**config.mk**
```make
export PLATFORM = sky130hd
export DESIGN_NAME = axi_link_status
export DESIGN_NICKNAME = d
export VERILOG_FILES = /design/src/rtl/axi_link_status_pkg.sv /design/src/rtl/axi4_lite_slave.sv /design/src/rtl/axi_link_status_tracker.sv /design/src/rtl/axi_link_status.sv
export SDC_FILE = /design/constraint.sdc
export NUM_CORES = 1
export LEC_CHECK = 0
export ABC_AREA = 1
export CAP_MARGIN = 0
export CORE_AREA = 5 5 148 150
export CTS_BUF_LIST = sky130_fd_sc_hd__clkbuf_8
export DETAILED_ROUTE_END_ITERATION = 8
export DIE_AREA = 0 0 153 155
export HOLD_SLACK_MARGIN = 0.02
export PLACE_DENSITY_LB_ADDON = 0.12
export SKIP_CTS_REPAIR_TIMING = 1
export SLEW_MARGIN = 20
export SYNTH_ARGS = -nofsm -noshare
export SYNTH_HDL_FRONTEND = slang
export SYNTH_SLANG_ARGS = --single-unit
export TNS_END_PERCENT = 20
```
**constraint.sdc**
```tcl
create_clock -name clk -period 3.63 [get_ports clk]
set_clock_uncertainty 0.15 [all_clocks]
set_input_delay 0.363 -clock clk [delete_from_list [all_inputs] [get_ports clk]]
set_output_delay 0.363 -clock clk [all_outputs]
set_load 0.05 [all_outputs]
```
**src/rtl/axi_link_status_pkg.sv**
```systemverilog
// Shared definitions for the N-channel link status block: register map,
// STICKY/IRQ_EN field offsets, AXI response codes and the index decoder.
package axi_link_status_pkg;

    localparam logic [4:0] REG_STATUS    = 5'd0;
    localparam logic [4:0] REG_STICKY    = 5'd1;
    localparam logic [4:0] REG_IRQ_EN    = 5'd2;
    localparam logic [4:0] REG_INFO      = 5'd3;
    localparam logic [4:0] REG_OVR_BASE  = 5'd8;
    localparam logic [4:0] REG_DOWN_BASE = 5'd16;

    localparam int OVR_LSB  = 0;
    localparam int DOWN_LSB = 8;

    localparam logic [1:0] OKAY   = 2'b00;
    localparam logic [1:0] SLVERR = 2'b10;
    localparam logic [1:0] DECERR = 2'b11;

    localparam logic [6:0] ADDR_MASK = 7'h7F;

    typedef enum logic [2:0] {
        K_NONE,
        K_STATUS,
        K_STICKY,
        K_IRQ_EN,
        K_INFO,
        K_OVR_CNT,
        K_DOWN_CNT
    } reg_kind_e;

    // Counter slots beyond the configured channel count decode as K_NONE.
    function automatic reg_kind_e decode_idx(input logic [4:0] idx, input int num_ch);
        int        i;
        reg_kind_e kind;
        i    = int'(idx);
        kind = K_NONE;
        if (i == int'(REG_STATUS))
            kind = K_STATUS;
        else if (i == int'(REG_STICKY))
            kind = K_STICKY;
        else if (i == int'(REG_IRQ_EN))
            kind = K_IRQ_EN;
        else if (i == int'(REG_INFO))
            kind = K_INFO;
        else if (i >= int'(REG_OVR_BASE) && i < int'(REG_OVR_BASE) + num_ch)
            kind = K_OVR_CNT;
        else if (i >= int'(REG_DOWN_BASE) && i < int'(REG_DOWN_BASE) + num_ch)
            kind = K_DOWN_CNT;
        return kind;
    endfunction

endpackage

```
**src/rtl/axi4_lite_slave.sv**
```systemverilog
// AXI4-Lite slave front end presenting single-cycle ASHI read/write strobes
// to a register file; the register file answers writes combinationally.
module axi4_lite_slave (
    input  logic        clk,
    input  logic        resetn,
    input  logic [31:0] S_AXI_AWADDR,
    input  logic [2:0]  S_AXI_AWPROT,
    input  logic        S_AXI_AWVALID,
    output logic        S_AXI_AWREADY,
    input  logic [31:0] S_AXI_WDATA,
    input  logic [3:0]  S_AXI_WSTRB,
    input  logic        S_AXI_WVALID,
    output logic        S_AXI_WREADY,
    output logic [1:0]  S_AXI_BRESP,
    output logic        S_AXI_BVALID,
    input  logic        S_AXI_BREADY,
    input  logic [31:0] S_AXI_ARADDR,
    input  logic [2:0]  S_AXI_ARPROT,
    input  logic        S_AXI_ARVALID,
    output logic        S_AXI_ARREADY,
    output logic [31:0] S_AXI_RDATA,
    output logic [1:0]  S_AXI_RRESP,
    output logic        S_AXI_RVALID,
    input  logic        S_AXI_RREADY,
    output logic [31:0] ashi_waddr,
    output logic [31:0] ashi_wdata,
    output logic        ashi_write,
    input  logic [1:0]  ashi_wresp,
    output logic [31:0] ashi_raddr,
    output logic        ashi_read,
    input  logic [31:0] ashi_rdata,
    input  logic [1:0]  ashi_rresp,
    output logic [1:0]  dbg_state_o
);

    // Handshake: a beat transfers on a rising edge where VALID and READY are
    // both high; VALID never waits on READY, and BVALID/RVALID hold until taken.
    typedef enum logic {W_IDLE, W_RESP} wstate_e;
    typedef enum logic {R_IDLE, R_RESP} rstate_e;

    wstate_e     w_state_q, w_state_d;
    rstate_e     r_state_q, r_state_d;
    logic        aw_got_q, aw_got_d;
    logic        w_got_q, w_got_d;
    logic [31:0] waddr_q, waddr_d;
    logic [31:0] wdata_q, wdata_d;
    logic [1:0]  bresp_q, bresp_d;
    logic        unused_prot;

    assign unused_prot = ^{S_AXI_AWPROT, S_AXI_ARPROT, S_AXI_WSTRB};

    // AW and W may arrive in either order; the write fires once both are held.
    assign ashi_waddr = aw_got_q ? waddr_q : S_AXI_AWADDR;
    assign ashi_wdata = w_got_q ? wdata_q : S_AXI_WDATA;
    assign ashi_write = (w_state_q == W_IDLE) && (aw_got_q || S_AXI_AWVALID)
                        && (w_got_q || S_AXI_WVALID);

    assign S_AXI_AWREADY = (w_state_q == W_IDLE) && !aw_got_q;
    assign S_AXI_WREADY  = (w_state_q == W_IDLE) && !w_got_q;
    assign S_AXI_BVALID  = (w_state_q == W_RESP);
    assign S_AXI_BRESP   = bresp_q;

    assign ashi_raddr    = S_AXI_ARADDR;
    assign ashi_read     = (r_state_q == R_IDLE) && S_AXI_ARVALID;
    assign S_AXI_ARREADY = (r_state_q == R_IDLE);
    assign S_AXI_RVALID  = (r_state_q == R_RESP);
    assign S_AXI_RDATA   = ashi_rdata;
    assign S_AXI_RRESP   = ashi_rresp;

    assign dbg_state_o = {w_state_q, r_state_q};

    always_comb begin
        w_state_d = w_state_q;
        aw_got_d  = aw_got_q;
        w_got_d   = w_got_q;
        waddr_d   = waddr_q;
        wdata_d   = wdata_q;
        bresp_d   = bresp_q;
        case (w_state_q)
            W_IDLE: begin
                if (ashi_write) begin
                    bresp_d   = ashi_wresp;
                    aw_got_d  = 1'b0;
                    w_got_d   = 1'b0;
                    w_state_d = W_RESP;
                end else begin
                    if (S_AXI_AWVALID && !aw_got_q) begin
                        aw_got_d = 1'b1;
                        waddr_d  = S_AXI_AWADDR;
                    end
                    if (S_AXI_WVALID && !w_got_q) begin
                        w_got_d = 1'b1;
                        wdata_d = S_AXI_WDATA;
                    end
                end
            end
            W_RESP: if (S_AXI_BREADY) w_state_d = W_IDLE;
            default: w_state_d = W_IDLE;
        endcase
    end

    always_comb begin
        r_state_d = r_state_q;
        case (r_state_q)
            R_IDLE:  if (S_AXI_ARVALID) r_state_d = R_RESP;
            R_RESP:  if (S_AXI_RREADY) r_state_d = R_IDLE;
            default: r_state_d = R_IDLE;
        endcase
    end

    always_ff @(posedge clk) begin
        if (!resetn) begin
            w_state_q <= W_IDLE;
            r_state_q <= R_IDLE;
            aw_got_q  <= 1'b0;
            w_got_q   <= 1'b0;
            waddr_q   <= '0;
            wdata_q   <= '0;
            bresp_q   <= 2'b00;
        end else begin
            w_state_q <= w_state_d;
            r_state_q <= r_state_d;
            aw_got_q  <= aw_got_d;
            w_got_q   <= w_got_d;
            waddr_q   <= waddr_d;
            wdata_q   <= wdata_d;
            bresp_q   <= bresp_d;
        end
    end

endmodule

```
**src/rtl/axi_link_status_tracker.sv**
```systemverilog
// Per-channel event tracker: link-down edge detect, sticky overrun/link-down
// latches with W1C, and saturating event counters with clear.
module link_event_tracker #(
    parameter int CNT_WIDTH = 16
) (
    input  logic                 clk,
    input  logic                 resetn,
    input  logic                 channel_up_i,
    input  logic                 overrun_i,
    input  logic                 ovr_clr_i,
    input  logic                 down_clr_i,
    input  logic                 ovr_cnt_clr_i,
    input  logic                 down_cnt_clr_i,
    output logic                 ovr_sticky_o,
    output logic                 down_sticky_o,
    output logic [CNT_WIDTH-1:0] ovr_cnt_o,
    output logic [CNT_WIDTH-1:0] down_cnt_o
);

    logic                 up_q;
    logic                 down_evt;
    logic                 ovr_sticky_q, ovr_sticky_d;
    logic                 down_sticky_q, down_sticky_d;
    logic [CNT_WIDTH-1:0] ovr_cnt_q, ovr_cnt_d;
    logic [CNT_WIDTH-1:0] down_cnt_q, down_cnt_d;

    // A clear and an event in the same cycle leave the count at one.
    function automatic logic [CNT_WIDTH-1:0] cnt_next(input logic [CNT_WIDTH-1:0] cnt,
                                                      input logic evt, input logic clr);
        logic [CNT_WIDTH-1:0] base;
        base = clr ? '0 : cnt;
        if (evt && (base != '1))
            base = base + CNT_WIDTH'(1);
        return base;
    endfunction

    assign down_evt = up_q && !channel_up_i;

    always_comb begin
        ovr_sticky_d  = overrun_i || (ovr_sticky_q && !ovr_clr_i);
        down_sticky_d = down_evt || (down_sticky_q && !down_clr_i);
        ovr_cnt_d     = cnt_next(ovr_cnt_q, overrun_i, ovr_cnt_clr_i);
        down_cnt_d    = cnt_next(down_cnt_q, down_evt, down_cnt_clr_i);
    end

    always_ff @(posedge clk) begin
        if (!resetn) begin
            up_q          <= 1'b0;
            ovr_sticky_q  <= 1'b0;
            down_sticky_q <= 1'b0;
            ovr_cnt_q     <= '0;
            down_cnt_q    <= '0;
        end else begin
            up_q          <= channel_up_i;
            ovr_sticky_q  <= ovr_sticky_d;
            down_sticky_q <= down_sticky_d;
            ovr_cnt_q     <= ovr_cnt_d;
            down_cnt_q    <= down_cnt_d;
        end
    end

    assign ovr_sticky_o  = ovr_sticky_q;
    assign down_sticky_o = down_sticky_q;
    assign ovr_cnt_o     = ovr_cnt_q;
    assign down_cnt_o    = down_cnt_q;

endmodule

```
**src/rtl/axi_link_status.sv**
```systemverilog
// N-channel link status register block: live channel-up, sticky events,
// saturating counters and a maskable level interrupt over AXI4-Lite.
module axi_link_status
    import axi_link_status_pkg::*;
#(
    parameter int NUM_CH    = 2,
    parameter int CNT_WIDTH = 16
) (
    input  logic              clk,
    input  logic              resetn,
    input  logic [NUM_CH-1:0] channel_up_i,
    input  logic [NUM_CH-1:0] overrun_i,
    output logic              irq_o,
    output logic [1:0]        dbg_axi_state_o,
    input  logic [31:0]       S_AXI_AWADDR,
    input  logic [2:0]        S_AXI_AWPROT,
    input  logic              S_AXI_AWVALID,
    output logic              S_AXI_AWREADY,
    input  logic [31:0]       S_AXI_WDATA,
    input  logic [3:0]        S_AXI_WSTRB,
    input  logic              S_AXI_WVALID,
    output logic              S_AXI_WREADY,
    output logic [1:0]        S_AXI_BRESP,
    output logic              S_AXI_BVALID,
    input  logic              S_AXI_BREADY,
    input  logic [31:0]       S_AXI_ARADDR,
    input  logic [2:0]        S_AXI_ARPROT,
    input  logic              S_AXI_ARVALID,
    output logic              S_AXI_ARREADY,
    output logic [31:0]       S_AXI_RDATA,
    output logic [1:0]        S_AXI_RRESP,
    output logic              S_AXI_RVALID,
    input  logic              S_AXI_RREADY
);

    logic [31:0]          ashi_waddr, ashi_wdata, ashi_raddr;
    logic                 ashi_write, ashi_read;
    logic [1:0]           ashi_wresp;
    logic [31:0]          rdata_q, rdata_d;
    logic [1:0]           rresp_q, rresp_d;
    logic [6:0]           waddr_m, raddr_m;
    logic [4:0]           widx, ridx;
    reg_kind_e            wkind, rkind;
    logic [NUM_CH-1:0]    irq_en_ovr_q, irq_en_ovr_d;
    logic [NUM_CH-1:0]    irq_en_down_q, irq_en_down_d;
    logic [NUM_CH-1:0]    ovr_clr, down_clr, ovr_cnt_clr, down_cnt_clr;
    logic [NUM_CH-1:0]    sticky_ovr, sticky_down;
    logic [CNT_WIDTH-1:0] ovr_cnt [NUM_CH];
    logic [CNT_WIDTH-1:0] down_cnt [NUM_CH];
    logic [31:0]          sticky_word, irq_en_word;
    logic                 irq_q, irq_d;
    logic                 unused_bits;

    axi4_lite_slave u_axi (
        .clk           (clk),
        .resetn        (resetn),
        .S_AXI_AWADDR  (S_AXI_AWADDR),
        .S_AXI_AWPROT  (S_AXI_AWPROT),
        .S_AXI_AWVALID (S_AXI_AWVALID),
        .S_AXI_AWREADY (S_AXI_AWREADY),
        .S_AXI_WDATA   (S_AXI_WDATA),
        .S_AXI_WSTRB   (S_AXI_WSTRB),
        .S_AXI_WVALID  (S_AXI_WVALID),
        .S_AXI_WREADY  (S_AXI_WREADY),
        .S_AXI_BRESP   (S_AXI_BRESP),
        .S_AXI_BVALID  (S_AXI_BVALID),
        .S_AXI_BREADY  (S_AXI_BREADY),
        .S_AXI_ARADDR  (S_AXI_ARADDR),
        .S_AXI_ARPROT  (S_AXI_ARPROT),
        .S_AXI_ARVALID (S_AXI_ARVALID),
        .S_AXI_ARREADY (S_AXI_ARREADY),
        .S_AXI_RDATA   (S_AXI_RDATA),
        .S_AXI_RRESP   (S_AXI_RRESP),
        .S_AXI_RVALID  (S_AXI_RVALID),
        .S_AXI_RREADY  (S_AXI_RREADY),
        .ashi_waddr    (ashi_waddr),
        .ashi_wdata    (ashi_wdata),
        .ashi_write    (ashi_write),
        .ashi_wresp    (ashi_wresp),
        .ashi_raddr    (ashi_raddr),
        .ashi_read     (ashi_read),
        .ashi_rdata    (rdata_q),
        .ashi_rresp    (rresp_q),
        .dbg_state_o   (dbg_axi_state_o)
    );

    assign waddr_m = ashi_waddr[6:0] & ADDR_MASK;
    assign raddr_m = ashi_raddr[6:0] & ADDR_MASK;
    assign widx    = waddr_m[6:2];
    assign ridx    = raddr_m[6:2];
    assign wkind   = decode_idx(widx, NUM_CH);
    assign rkind   = decode_idx(ridx, NUM_CH);

    assign unused_bits = ^{ashi_waddr[31:7], ashi_raddr[31:7], waddr_m[1:0],
                           raddr_m[1:0], ashi_wdata};

    for (genvar g = 0; g < NUM_CH; g++) begin : g_ch
        link_event_tracker #(.CNT_WIDTH(CNT_WIDTH)) u_trk (
            .clk            (clk),
            .resetn         (resetn),
            .channel_up_i   (channel_up_i[g]),
            .overrun_i      (overrun_i[g]),
            .ovr_clr_i      (ovr_clr[g]),
            .down_clr_i     (down_clr[g]),
            .ovr_cnt_clr_i  (ovr_cnt_clr[g]),
            .down_cnt_clr_i (down_cnt_clr[g]),
            .ovr_sticky_o   (sticky_ovr[g]),
            .down_sticky_o  (sticky_down[g]),
            .ovr_cnt_o      (ovr_cnt[g]),
            .down_cnt_o     (down_cnt[g])
        );
    end

    always_comb begin
        sticky_word = '0;
        sticky_word[OVR_LSB +: NUM_CH]  = sticky_ovr;
        sticky_word[DOWN_LSB +: NUM_CH] = sticky_down;
        irq_en_word = '0;
        irq_en_word[OVR_LSB +: NUM_CH]  = irq_en_ovr_q;
        irq_en_word[DOWN_LSB +: NUM_CH] = irq_en_down_q;
    end

    // Write effects land in the same cycle as the strobe; the response is
    // returned combinationally so the AXI core never has to wait.
    always_comb begin
        ashi_wresp    = OKAY;
        irq_en_ovr_d  = irq_en_ovr_q;
        irq_en_down_d = irq_en_down_q;
        ovr_clr       = '0;
        down_clr      = '0;
        ovr_cnt_clr   = '0;
        down_cnt_clr  = '0;
        if (ashi_write) begin
            case (wkind)
                K_NONE:   ashi_wresp = DECERR;
                K_STICKY: begin
                    ovr_clr  = ashi_wdata[OVR_LSB +: NUM_CH];
                    down_clr = ashi_wdata[DOWN_LSB +: NUM_CH];
                end
                K_IRQ_EN: begin
                    irq_en_ovr_d  = ashi_wdata[OVR_LSB +: NUM_CH];
                    irq_en_down_d = ashi_wdata[DOWN_LSB +: NUM_CH];
                end
                K_OVR_CNT: begin
                    for (int ch = 0; ch < NUM_CH; ch++)
                        if (widx == 5'(int'(REG_OVR_BASE) + ch)) ovr_cnt_clr[ch] = 1'b1;
                end
                K_DOWN_CNT: begin
                    for (int ch = 0; ch < NUM_CH; ch++)
                        if (widx == 5'(int'(REG_DOWN_BASE) + ch)) down_cnt_clr[ch] = 1'b1;
                end
                default: ;
            endcase
        end
    end

    always_comb begin
        rdata_d = rdata_q;
        rresp_d = rresp_q;
        if (ashi_read) begin
            rdata_d = '0;
            rresp_d = OKAY;
            case (rkind)
                K_NONE:   rresp_d = DECERR;
                K_STATUS: rdata_d[NUM_CH-1:0] = channel_up_i;
                K_STICKY: rdata_d = sticky_word;
                K_IRQ_EN: rdata_d = irq_en_word;
                K_INFO:   rdata_d = {16'd0, 8'(CNT_WIDTH), 8'(NUM_CH)};
                K_OVR_CNT: begin
                    for (int ch = 0; ch < NUM_CH; ch++)
                        if (ridx == 5'(int'(REG_OVR_BASE) + ch)) rdata_d = 32'(ovr_cnt[ch]);
                end
                K_DOWN_CNT: begin
                    for (int ch = 0; ch < NUM_CH; ch++)
                        if (ridx == 5'(int'(REG_DOWN_BASE) + ch)) rdata_d = 32'(down_cnt[ch]);
                end
                default: ;
            endcase
        end
    end

    assign irq_d = |(sticky_ovr & irq_en_ovr_q) | |(sticky_down & irq_en_down_q);

    always_ff @(posedge clk) begin
        if (!resetn) begin
            irq_en_ovr_q  <= '0;
            irq_en_down_q <= '0;
            irq_q         <= 1'b0;
            rdata_q       <= '0;
            rresp_q       <= OKAY;
        end else begin
            irq_en_ovr_q  <= irq_en_ovr_d;
            irq_en_down_q <= irq_en_down_d;
            irq_q         <= irq_d;
            rdata_q       <= rdata_d;
            rresp_q       <= rresp_d;
        end
    end

    assign irq_o = irq_q;

endmodule

```
* Yosys cells after proc, flatten, opt, wreduce, memory -nomap -nowiden *
Cells that the tools add are included.

operators by class
  equality and inequality tests = 28
  magnitude comparators = 8
  reduce and logical (&&, ||, !) cells = 49
  multiplexer cells = 52
  add/subtract/negate cells = 4
  bitwise gates (word level) = 6

operators by type and width
  operator                                             count
  2-to-1 mux 16 bit                                    12
  case mux 30 bit (5 select lines)                     1
  adder 16 x 1 -> 16 bit, second input constant        4
  != test 16 bit, second input constant                4
  2-to-1 mux 3 bit                                     12
  logical AND 1 bit                                    21
  equality test 5 x 3 -> 1 bit, second input constant  4
  equality test 5 x 4 -> 1 bit, second input constant  4
  equality test 5 bit, second input constant           4
  2-to-1 mux 2 bit                                     10
  equality test 3 bit, second input constant           5
  equality test 3 x 2 -> 1 bit, second input constant  4
  2-to-1 mux 1 bit                                     12
  case mux 2 bit (6 select lines)                      1
  equality test 5 x 2 -> 1 bit, second input constant  2
  >= comparator 5 x 4 -> 1 bit, second input constant  2
  >= comparator 5 bit, second input constant           2
  zero test 5 bit                                      2
  < comparator 5 x 4 -> 1 bit, second input constant   2
  < comparator 5 bit, second input constant            2
  2-to-1 mux 10 bit                                    1
  zero test 1 bit                                      8
  AND reduction 2 bit                                  4
  2-to-1 mux 7 bit                                     1
  other kinds (10)                                     23

storage, ports and cells
  output and inout port bits = 44
  register bits after elaboration = 132
  logic and storage cells = 169

* Longest topological paths before layout *
  word-level depth = 16
  gate-level depth with buffers = 20
  depth with buffers taken out = 19

* Modules after synthesis *
A second synthesis with hierarchy kept.

second synthesis, totals
  cells, all modules = 1,609
  area, all modules = 9,919.5 µm²

modules (own cells, without submodules)
  module              sequential area each (µm²)  times used  cells each  area each (µm²)
  link_event_tracker  700.7                       2           345         2,158.3
  axi4_lite_slave     1,401.3                     1           656         4,028.9
  axi_link_status     440.4                       1           263         1,574.0

* Worst setup path after synthesis *
OpenSTA, ideal clock, no wires.

  path kind = register -> register
  from = reg u_axi.w_state_q, in the netlist u_axi.S_AXI_BVALID
  to = reg g_ch[0].u_trk.down_cnt_q[6]
  stages on the path, launching flop included = 19
  library setup time = 70 ps
  data required time = 3,410 ps
  data arrival time = 2,756 ps
  slack = 654 ps
  period minus slack after synthesis = 2,976 ps
  buffers on the path = 3
  path through = dfxtp_1 -> inv_1 -> nand3_4 -> nor2_4 -> nand2_4 -> buf_6 -> buf_6 -> inv_1 -> nor2_1 -> ha_1 -> nand2_1 -> nor2_2 -> nand2_2 -> nor2_4 -> nand2_1 -> nand2_2 -> buf_6 -> nand3_1 -> a21oi_1

between the ends
  word-level cells in the longest chain between the ends = 8
  elaborated cells between the ends (all ways) = 9
  classes of those cells = add/sub: 1; eq/ne: 1; mux: 3; bitwise: 1; reduce/logical: 3

ends and longest elaborated chain
  what                                                            RTL line                       text
  from (decl)                                                     axi4_lite_slave.sv:41          wstate_e w_state_q, w_state_d;
  from (signal assigned)                                          axi4_lite_slave.sv:121         w_state_q <= w_state_d;
  inverter 1 bit (no source line) *                               n/a
  logical AND 1 bit *                                             axi4_lite_slave.sv:55          assign ashi_write = (w_state_q == W_IDLE) && (aw_got_q || S_AXI_AWVALID)
  logical AND 1 bit *                                             axi4_lite_slave.sv:56          && (w_got_q || S_AXI_WVALID);
  2-to-1 mux 2 bit *                                              axi_link_status.sv:133         if (ashi_write) begin
  2-to-1 mux 16 bit *                                             axi_link_status_tracker.sv:31  base = clr ? '0 : cnt;
  branches (longest 2 deep; another with adder 16 x 1 -> 16 bit)  n/a
  2-to-1 mux 16 bit *                                             axi_link_status_tracker.sv:32  if (evt && (base != '1))
  to (signal assigned)                                            axi_link_status_tracker.sv:58  down_cnt_q <= down_cnt_d;
  to (decl)                                                       axi_link_status_tracker.sv:25  logic [CNT_WIDTH-1:0] down_cnt_q, down_cnt_d;

Every way passes the cells marked *.
A chain may end at the register's enable or synchronous reset.

* Worst setup path after layout *
  from = reg u_axi.aw_got_q
  to = reg g_ch[0].u_trk.down_cnt_q[9]

between the ends
  word-level cells in the longest chain between the ends = 16
  elaborated cells between the ends (all ways) = 30
  classes of those cells = add/sub: 1; order compare: 4; eq/ne: 6; mux: 12; reduce/logical: 7

ends and longest elaborated chain
  what                                                            RTL line                       text
  from (decl)                                                     axi4_lite_slave.sv:43          logic aw_got_q, aw_got_d;
  from (signal assigned)                                          axi4_lite_slave.sv:123         aw_got_q <= aw_got_d;
  2-to-1 mux 7 bit                                                axi4_lite_slave.sv:53          assign ashi_waddr = aw_got_q ? waddr_q : S_AXI_AWADDR;
  >= comparator 5 bit or < comparator 5 bit (tied branches)       axi_link_status_pkg.sv:47      else if (i >= int'(REG_DOWN_BASE) && i < int'(REG_DOWN_BASE) + num_ch)
  logical AND 1 bit                                               axi_link_status_pkg.sv:47
  2-to-1 mux 3 bit                                                axi_link_status_pkg.sv:47
  2-to-1 mux 3 bit                                                axi_link_status_pkg.sv:45      else if (i >= int'(REG_OVR_BASE) && i < int'(REG_OVR_BASE) + num_ch)
  2-to-1 mux 3 bit                                                axi_link_status_pkg.sv:43      else if (i == int'(REG_INFO))
  2-to-1 mux 3 bit                                                axi_link_status_pkg.sv:41      else if (i == int'(REG_IRQ_EN))
  2-to-1 mux 3 bit                                                axi_link_status_pkg.sv:39      else if (i == int'(REG_STICKY))
  2-to-1 mux 3 bit                                                axi_link_status_pkg.sv:37      if (i == int'(REG_STATUS))
  equality test 3 bit                                             axi_link_status.sv:134         case (wkind)
  2-to-1 mux 2 bit                                                axi_link_status.sv:134
  2-to-1 mux 2 bit *                                              axi_link_status.sv:133
  2-to-1 mux 16 bit *                                             axi_link_status_tracker.sv:31
  branches (longest 2 deep; another with adder 16 x 1 -> 16 bit)  n/a
  2-to-1 mux 16 bit *                                             axi_link_status_tracker.sv:32

Marked as above.

==> flow_summary.yaml <==
detailed_routing:
  drc: 0
  drt-wirelength-per-cell_um: 14.59
  dr_total_vias: 6797
  viasPerCell: 4.770
  drtAntennaViolNets: 0
  routed_wl_um: 20790
  dr.pass1.iters: 5
  initialDrtViolationCount: 309
grt:
  first_global_vias: 6254
  antenna_found_initial: 0
  grt_start_max_net_pins: 47
  overflow: 0
  grt_pass1_wl_um: 33190
  track_usage: 0.1739
critical_path:
  worstSetupPathType: "reg2reg"
  r2r_cells: 17
  reg2reg_from: "u_axi.aw_got_q$_SDFFE_PN0P_"
  worst-path-max-fanout: 15
  worstReg2RegEnd: "g_ch[0].u_trk.down_cnt_o[9]$_SDFF_PN0_"
  ff2ff_setup_slack_ps: 750
  cp.required_ps: 3820
  arrival_ps: 3070
  end_kind: "flop"
  worstSetupStartpointType: "flop"
logic_synthesis:
  synth_commonest_cells: "nand2_1 (286), inv_1 (141), nor2_1 (114)"
  async_flop_share: 0
  ys.flop_type: "dfxtp_1"
  ys_warn_count: 0
  synthDistinctLibCells: 39
  synth_edf_count: 0
  syn_inst: 1103
  synth.cell_area_um2: 6985
  synth_seq_area_share: 0.3038
  synth.area.top_cells: "dfxtp_1 (30%), nand2_1 (15%), inv_1 (7.6%)"
  yosys.area.top_type: "dfxtp_1"
  syn_avg_cell_area_um2: 6.333
  synth_top_cell_area_share: 0.3038
  synth.most_common_cell: "nand2_1"
  ys_seq_elements: 106
floorplan:
  core_um2: 20560
  fp.dieH_um: 155
  num_rows: 53
  start_util: 0.3398
  die_w_um: 153
  dieArea_um2: 23720
  io_pins: 161
cells_and_area:
  seqCellArea_um2: 2122
  syn_to_final_growth_pct: 13.09
  multi_input_area_um2: 3963
  fin_nets: 1266
  diodes: 0
  drive_above_1_share: 0.09304
  num-fill-cells: 2293
placed_design:
  dp_worst_setup_slack_ps: 341.4
  io_buffer_count: 52
  dp_hpwl_um: 15610
  gp_congestion: 0.8636
timing:
  period_share: 0.7934
  slew_headroom: 0.5785
  tns_ps: 0
  fmax_ghz: 0.3472
  hold_viol: 0
  timing.final.ws_setup_ps: 750.0
  worst_slew_pin_slew_ps: 627.5
  rsz0062_at_grt: "no"
  setup_violations: 0
  drv_slew: 0
  layout_min_cycle_time_ps: 2880
  hold-worst-slack_ps: 309.8
job:
  cap_violations: 0
clock_network:
  clock-sinks: 106
  cts-root-buf: "clkbuf_8"
  clk_latency_ps: 410
  path_clk_slew_ps: 120
  numCtsBuffers: 9
  cts_buffer_depth: 2
  htreeDepth: 3
  cts_tree: "built"
worst_hold_path:
  whs_endpoint: "u_axi.wdata_q[0]$_SDFFE_PN0P_"
  min_from: "u_axi.wdata_q[0]$_SDFFE_PN0P_"
  min_path_cells: 2
  hold_class: "reg2reg"
power_and_ir_drop:
  p_leak_nw: 3.317
  vdd_drop_max_mv: 0.2134
  powerDensity_nw_per_um2: 305.7
status:
  status: "finished, final reports clean"
-- stage by stage --
stage / total power [W] / instance area, µm² / utilization / cells
final: 0.002415 / 7900 / 0.3843 / 1425
after global routing: 0.002516 / 7900 / 0.3843 / 1425
after CTS: 0.002457 / 7900 / 0.3843 / 1425
after detailed placement: 0.001578 / 7675 / 0.3733 / 1409
after global placement: 0.001579 / 7675 / 0.3733 / 1409
after floorplan: 0.001486 / 7042 / - / 1118
-- worst max-delay path, cell delays in order (launching register included) --
cell and delay [ps]:
dfxtp_1 330, buf_4 170, nand2_1 70, nand2_1 80, nand2_4 130, nor2_4 60, nand2_4 190, inv_1 110
nor2_1 180, ha_1 220, nand2_1 70, nor2_2 170, nand2_2 120, nor2_4 180, nand2_1 80, nand2_2 220
nand2_1 80, a21oi_1 160
-- flip-flops by register name (all words and copies together), names as in the netlist --
signal and cells:
u_axi.aw_got_q 1, g_ch.u_trk.ovr_cnt_o 32, irq_o 1, rresp_q 1, g_ch.u_trk.ovr_sticky_o 2, irq_en_ovr_q 2, u_axi.S_AXI_RVALID 1, g_ch.u_trk.down_sticky_o 2
irq_en_down_q 2, rdata_q 16, g_ch.u_trk.down_cnt_o 32, u_axi.S_AXI_BRESP 1, u_axi.w_got_q 1, u_axi.wdata_q 4, g_ch.u_trk.up_q 2, u_axi.waddr_q 5
u_axi.S_AXI_BVALID 1
-- routing by layer --
layer | vias to the layer above | track usage | wire (µm)
li1 | 3592 | - | -
met1 | 3063 | 0.2390 | 10060
met2 | 129 | 0.2902 | 9745
met3 | 13 | 0.02726 | 780
met4 | 0 | 0.03776 | 208
met5 | - | 0 | 0
-- power breakdown --
group | switching, W | internal (W)
Clock | 0.000472 | 0.000394
Combinational | 0.000245 | 0.000100
Sequential | 0.0000170 | 0.00119
-- cell usage in the layout (no fill, tap or decap), types with 20 or more instances in the layout --
| cell | count |
|---|---|
| nor2_1 | 114 |
| nand3_1 | 83 |
| nand2_2 | 20 |
| a21oi_1 | 82 |
| o21ai_0 | 61 |
| inv_1 | 140 |
| nand2_1 | 286 |
| dfxtp_1 | 106 |
| nand4_1 | 35 |
| clkdlybuf4s50_1 | 52 |
-- worst max path at each step --
stage / start / end / slack (ps) / cells past startpoint
after detailed placement: S_AXI_AWADDR[5] / g_ch[0].u_trk.down_cnt_o[9]$_SDFF_PN0_ / 340 / 18
after CTS: u_axi.aw_got_q$_SDFFE_PN0P_ / g_ch[0].u_trk.down_cnt_o[9]$_SDFF_PN0_ / 720 / 17
after floorplan: u_axi.S_AXI_BVALID$_SDFF_PN0_ / g_ch[0].u_trk.down_cnt_o[6]$_SDFF_PN0_ / 650 / 18
after global routing: u_axi.w_got_q$_SDFFE_PN0P_ / g_ch[0].u_trk.down_cnt_o[1]$_SDFF_PN0_ / 430 / 16
final: u_axi.aw_got_q$_SDFFE_PN0P_ / g_ch[0].u_trk.down_cnt_o[9]$_SDFF_PN0_ / 750 / 17
after global placement: S_AXI_AWADDR[5] / g_ch[0].u_trk.down_cnt_o[5]$_SDFF_PN0_ / 350 / 18
-- cell families (layout without fill, tap and decap cells) --
family                   after synthesis  count (layout)  share of synthesized area
AND/OR/NAND/NOR                      590             590                     0.3874
other                                  1              16                  0.0005368
buffers and inverters                206             238                     0.1370
AO/OA/AOI/OAI                        174             174                     0.1365
adder cells (fa/ha/maj)                4               4                   0.007165
XOR/XNOR                              22              22                    0.02758
flip-flops                           106             106                     0.3038
-- cell type report --
class | count | area share
multi-input combinational | 806 | 0.5016
sequential | 106 | 0.2686
timing repair buffer | 72 | 0.08647
inverter | 150 | 0.07127
tap | 275 | 0.04355
clock buffer | 9 | 0.01568
clock inverter | 7 | 0.01283
Note: power is estimated with default switching activity, not from simulation.
